<file path="src/rtl/stream_pkg.sv">
// stream_pkg: shared constants and keep-mask helper for the stream packer
//   WIDTH_D / RATIO_D  default beat width and beats per word
//   keep_mask(n)       contiguous mask with the low n bits set
package stream_pkg;
    localparam int WIDTH_D = 8;
    localparam int RATIO_D = 4;
    localparam int MASK_W  = 32;

    function automatic logic [MASK_W-1:0] keep_mask(input int n);
        return n >= MASK_W ? '1 : (MASK_W'(1) << n) - MASK_W'(1);
    endfunction
endpackage

</file>
<file path="src/rtl/stream_packer.sv">
// stream_packer: packs ratio_p width_p-bit beats into one wide word
//   clk_i, reset_i              clock, synchronous active-high reset
//   data_i/valid_i/last_i/ready_o  input beat handshake; last_i closes a word early
//   data_o/keep_o/last_o/valid_o/ready_i  output word handshake; keep_o marks filled slots
module stream_packer
    import stream_pkg::*;
#(
    parameter int width_p = WIDTH_D,
    parameter int ratio_p = RATIO_D
) (
    input  logic                       clk_i,
    input  logic                       reset_i,
    input  logic [width_p-1:0]         data_i,
    input  logic                       valid_i,
    input  logic                       last_i,
    output logic                       ready_o,
    output logic [ratio_p*width_p-1:0] data_o,
    output logic [ratio_p-1:0]         keep_o,
    output logic                       last_o,
    output logic                       valid_o,
    input  logic                       ready_i
);
    localparam int cnt_w = $clog2(ratio_p);

    logic [cnt_w-1:0]           cnt;
    logic [ratio_p*width_p-1:0] acc;
    logic [ratio_p*width_p-1:0] packed_word;
    logic                       take;
    logic                       close;

    assign ready_o = !valid_o || ready_i;
    assign take    = valid_i && ready_o;
    assign close   = take && (last_i || cnt == cnt_w'(ratio_p - 1));

    // Accumulator with the incoming beat merged into its slot, so a closing
    // beat reaches the output register in the same edge it is accepted.
    always_comb begin
        packed_word = acc;
        packed_word[int'(cnt)*width_p +: width_p] = data_i;
    end

    always_ff @(posedge clk_i) begin
        if (reset_i) begin
            cnt     <= '0;
            acc     <= '0;
            data_o  <= '0;
            keep_o  <= '0;
            last_o  <= 1'b0;
            valid_o <= 1'b0;
        end else begin
            if (valid_o && ready_i)
                valid_o <= 1'b0;
            if (close) begin
                data_o  <= packed_word;
                keep_o  <= ratio_p'(keep_mask(int'(cnt) + 1));
                last_o  <= last_i;
                valid_o <= 1'b1;
                cnt     <= '0;
                acc     <= '0;
            end else if (take) begin
                acc <= packed_word;
                cnt <= cnt + 1'b1;
            end
        end
    end
endmodule

</file>
<file path="config.mk">
export PLATFORM = sky130hd
export DESIGN_NAME = stream_packer
export DESIGN_NICKNAME = d
export VERILOG_FILES = /design/src/rtl/stream_pkg.sv /design/src/rtl/stream_packer.sv
export SDC_FILE = /design/constraint.sdc
export NUM_CORES = 1
export LEC_CHECK = 0
export CAP_MARGIN = 10
export CORE_MARGIN = 5
export CORE_UTILIZATION = 53
export CTS_CLUSTER_SIZE = 28
export DETAILED_ROUTE_END_ITERATION = 10
export HOLD_SLACK_MARGIN = 0.05
export PLACE_DENSITY = 0.88
export SLEW_MARGIN = 5
export SYNTH_ARGS = -nofsm -noshare
export SYNTH_HDL_FRONTEND = slang
export SYNTH_SLANG_ARGS = --single-unit
</file>
<file path="constraint.sdc">
create_clock -name clk_i -period 2.69 [get_ports clk_i]
set_input_delay 0.269 -clock clk_i [delete_from_list [all_inputs] [get_ports clk_i]]
set_output_delay 0.269 -clock clk_i [all_outputs]
set_load 0.02 [all_outputs]
</file>
; Word-level counts from Yosys, hierarchy flattened
; Index checks and enable logic that the tools add are counted.
[word_totals]
regBits = 72
latchBits = 0
ram_bits = 0
mem_bits_ro = 0
out_inout_bits = 39
word_cells = 27
n_memories = 0
[op_classes]
n_addsub = 4
mul = 0
n_div = 0
magnitude_cmp = 1
n_eq_ne = 1
shift = 3
n_mux = 4
n_bitwise = 0
reduce_logical = 8
[ops]
columns = op, n
row1 = 5-bit negator with 33-bit output, 1
row2 = "8-bit by 33-bit variable shift with 32-bit output, first input constant", 1
row3 = 8-bit by 33-bit variable part select with 32-bit output, 1
row4 = 32-bit bitwise mux, 1
row5 = "3-bit by 6-bit >= comparator with 1-bit output, second input constant", 1
row6 = 4-bit two-way mux, 1
row7 = "1-bit by 3-bit << shifter with 4-bit output, first input constant", 1
row8 = "4-bit by 1-bit subtractor with 4-bit output, second input constant", 1
row9 = "2-bit by 1-bit adder with 3-bit output, second input constant", 1
row10 = 1-bit logical AND, 3
row11 = "2-bit by 1-bit adder with 2-bit output, second input constant", 1
row12 = "2-bit equality test, second input constant", 1
row13 = 1-bit logical OR, 2
row14 = 1-bit two-way mux, 2
row15 = 2-bit nonzero test, 1
row16 = 2-bit OR reduction, 1
row17 = 1-bit logical NOT, 1

; Logic depth before layout (Yosys ltp)
[logic_depth]
depth_word = 5
mapped_depth = 9
ltp_nobuf = 5

; Worst setup path before layout
; No wires, ideal clock.
[synth_path]
path_kind = register to register
start = register cnt[0]
end = register acc[3]
setup_time_ps = 70
arrival_time_ps = 1856
t_required_ps = 2620
slack_ps = 764
path_stages_with_launch = 10
period_less_slack_ps = 1926
cell_sequence = dfxtp_1 -> buf_2 -> inv_1 -> ha_1 -> buf_2 -> and4bb_1 -> buf_2 -> buf_2 -> nand4_1 -> a21oi_1
[synth_via]
elab_chain_len = 4
[synth_lines]
columns = item, line
row1 = from (decl), stream_packer.sv:25  ; logic [cnt_w-1:0] cnt;
row2 = from (signal assigned), stream_packer.sv:62  ; cnt <= cnt + 1'b1;
row3 = branches (longest 4 deep; another with 5-bit negator with 33-bit output), --
row4 = to (signal assigned), stream_packer.sv:61  ; acc <= packed_word;
row5 = to (decl), stream_packer.sv:26  ; logic [ratio_p*width_p-1:0] acc;
; Parallel ways; which one is timed is not known.
; A chain may end at the register's enable or synchronous reset.

; Worst setup path after layout
[layout_path]
start = register cnt[0]
end = register acc[20]
; The elaborated chain is that of the path after synthesis.

==> results by group <==
Synthesis
  • Leading area contributor after synthesis: dfxtp_1
  • Syn Inst Count: 327
  • Mapped Area: 3210 sq um
  • Number of distinct library cells after synthesis: 35
  • Sequential share of the synthesized area: 44.8%
  • Cells taking the most area after synthesis: dfxtp_1 (45%), o2bb2ai_1 (9.5%), a21oi_1 (5.8%)
  • Async set or reset register ratio after synthesis: 0%
  • Share of the synthesized area in the top cell type: 44.8%
  • Post-synth EDFFs: 0
  • Synth Area per Inst: 9.83 sq um
  • Yosys warning count: 0
  • Synth Register Bits: 72
  • Syn Nets: 347
  • Post-synth top flop: dfxtp_1

Clock tree
  • CTS Buf Count: 9
  • CTS tree: built
  • Setup Buffers After CTS: 0
  • Clock transition at path regs: 0.07 ns
  • Worst skew pair latency: 0.34 ns
  • CTS H-tree lvls: 3
  • Longest Clk Path Bufs: 2
  • Hold buffers post-CTS: 0
  • Root buf cell: clkbuf_8
  • Sink Count: 72
  • Post-cts sizing count: 0

Place
  • DP Wirelength: 5290 um
  • Setup slack at placement: 0.382 ns
  • Placed cell area: 3680 sq um
  • Number of port buffers: 51
  • GPL Wtd Cong: 0.851

Routing
  • Iteration-0 DRC Markers: 322
  • DR pass1 iterations: 6
  • Via count: 2,892
  • WL per Instance: 18.8 um
  • Post-DRT Antenna Nets: 0
  • Vias per cell: 6.60
  • Final wirelength: 8210 um
  • Drc violations: 0

Global route
  • Largest net degree at the start of global routing: 36
  • Congestion Overflow GR: 0
  • Initial antenna violation count: 1
  • Gr usage total: 22.3%
  • Vias in the first global route: 2,562
  • First-pass GRT wire length: 13,300 um

Timing
  • RSZ-0062 raised after global routing: false
  • Final hold viol count: 0
  • Slew HR: 44.5%
  • Setup violations, final: 0
  • Setup TNS: 0 ns
  • Worst hold slack: 0.461 ns
  • Worst-Margin Slew: 0.833 ns
  • Worst Setup Slack, final: 0.347 ns
  • Fin. max-slew vios: 0
  • Fmax: 0.427 GHz
  • Setup Skew: 0.00806 ns
  • Final Cycle Share: 87.1%
  • Crit path time final: 2.34 ns

Worst setup path
  • Max incr delay on CP: 0.73 ns
  • Crit end category: flip-flop
  • WP data arrival: 2.56 ns
  • Crit-path cells: ha_1 > or2_1 > a31o_1 > buf_4 > a21oi_1
  • Req. time, crit path: 2.91 ns
  • Kind of critical path: reg -> reg
  • Crit start category: flip-flop
  • Crit path max-delay family: compound AO/OA/AOI/OAI gates
  • Worst Path Max Fanout: 21
  • Slowest CP cell: a31o_1
  • Buf/Inv on CP: 1

Power and ir drop
  • Sw frac: 27.2%
  • Part of the power in registers: 51.5%
  • Max rail drop VDD: 0.331 mV
  • Combinational share of power: 13.0%
  • Net switching power: 0.586 mW
  • Cell Pwr Density: 559 nW/um^2
  • Pleak: 1.24 nW
  • Clk pwr share: 35.5%
  • Int Pwr: 1.57 mW

Floorplanning
  • Die width: 87.9 um
  • Total die area: 7720 sq um
  • Initial Util: 54.3%
  • Row count: 28
  • Chip Height: 87.9 um
  • Io pins: 52
  • Core Area: 5920 sq um

Cells and area
  • Layout cells sized above 1: 9.39%
  • Final instance area: 3850 sq um
  • P&R area growth vs syn: 19.9%
  • Final #Nets: 378

Outcome
  • Status: finished clean

Hold path
  • Hold crit path type: reg -> reg

Flow run
  • Max cap viols: 0
==> worst reg2reg max path: stages (launching register included) <==
cell	delay, ns
dfxtp_1	0.58
ha_1	0.29
or2_1	0.23
a31o_1	0.73
buf_4	0.34
a21oi_1	0.07
==> sequential cells by signal, summed over array words and instances (netlist names) <==
signal and count:
acc 32, cnt 2, data_o 32, keep_o 4, last_o 1, valid_o 1
==> Yosys cell counts, types with 2 or more instances <==
library cell and n:
a211oi_1 4, o21ai_0 6, nor2_2 2, and4b_1 3
nand4_1 24, a211oi_2 4, buf_1 5, inv_2 4
buf_2 15, a32oi_1 15, buf_6 4, nor2b_1 6
dfxtp_1 72, a22oi_1 15, o2bb2ai_1 35, nor2_1 2
nand3_1 4, a21oi_1 37, a31oi_1 2, buf_4 4
and2_1 8, ha_1 7, clkbuf_1 10, o31ai_1 22
inv_1 6, and4bb_1 2
==> final timing paths <==
kind | from | endpoint | slack [ns] | depth (start not counted)
worst max-delay path | cnt[0] | acc[20] | 0.35 | 5
worst min-delay path | data_o[15] | data_o[15] | 0.46 | 1
worst max register to register | cnt[0] | acc[20] | 0.35 | 5
worst min register to register | data_o[15] | data_o[15] | 0.46 | 1
==> placed cells by master, fill, tap and decap left out, drive strengths merged, types with 2 or more instances in the layout <==
master / synthesis / layout
and4bb: 2 / 2
clkdlybuf4s50: 0 / 51
dfxtp: 72 / 72
a22oi: 15 / 15
buf: 28 / 7
a31oi: 3 / 3
a32oi: 15 / 15
o2bb2ai: 35 / 35
clkbuf: 10 / 12
clkinv: 0 / 2
inv: 10 / 10
a21oi: 37 / 37
and4b: 3 / 3
a211oi: 8 / 8
nand4: 24 / 24
and2: 8 / 8
o31ai: 22 / 22
nand3: 4 / 4
nor2: 4 / 4
nor2b: 6 / 6
ha: 7 / 7
o21ai: 6 / 6
==> cell families after synthesis <==
family / count (synthesis) / synth area share (%)
buffers and inverters: 48 / 7.59
flip-flops: 72 / 44.8
AO/OA/AOI/OAI: 142 / 32.8
adder cells (fa/ha/maj): 7 / 2.72
AND/OR/NAND/NOR: 57 / 11.8
XOR/XNOR: 1 / 0.273
==> power by group through the flow <==
stage | logic (mW) | clock network (mW) | registers [mW]
after floorplan | 0.180 | 0 | 1.14
after global placement | 0.270 | 0 | 1.13
after detailed placement | 0.276 | 0 | 1.13
after CTS | 0.278 | 0.776 | 1.11
after global routing | 0.303 | 0.832 | 1.11
final | 0.280 | 0.764 | 1.11
==> routing by layer <==
| metal | global-route usage (%) | vias up | part of all wire (%) |
|---|---|---|---|
| met4 | 9.34 | 0 | 2.3 |
| met1 | 30.1 | 1376 | 41 |
| li1 | - | 1341 | - |
| met2 | 34.2 | 151 | 48 |
| met3 | 5.36 | 24 | 8.9 |
| met5 | 0 | - | 0 |
==> area by class of cell <==
cell class | instances | area (sq um)
diodes | 1 | 2.50
clock buffers | 12 | 155
clock inverters | 3 | 17.5
fillers | 463 | 2070
inverters | 10 | 37.5
multi-input cells | 207 | 1530
flip-flops and latches | 72 | 1440
well taps | 75 | 93.8
repair buffers | 58 | 576
==> per-stage QoR <==
stage	utilization [%]	cells	power (mW)
final	65.1	438	2.15
after global routing	65.1	438	2.25
after CTS	65.1	437	2.16
after detailed placement	62.2	422	1.41
after global placement	62.2	422	1.40
after floorplan	-	327	1.32
(Power assumes the default switching activity.)
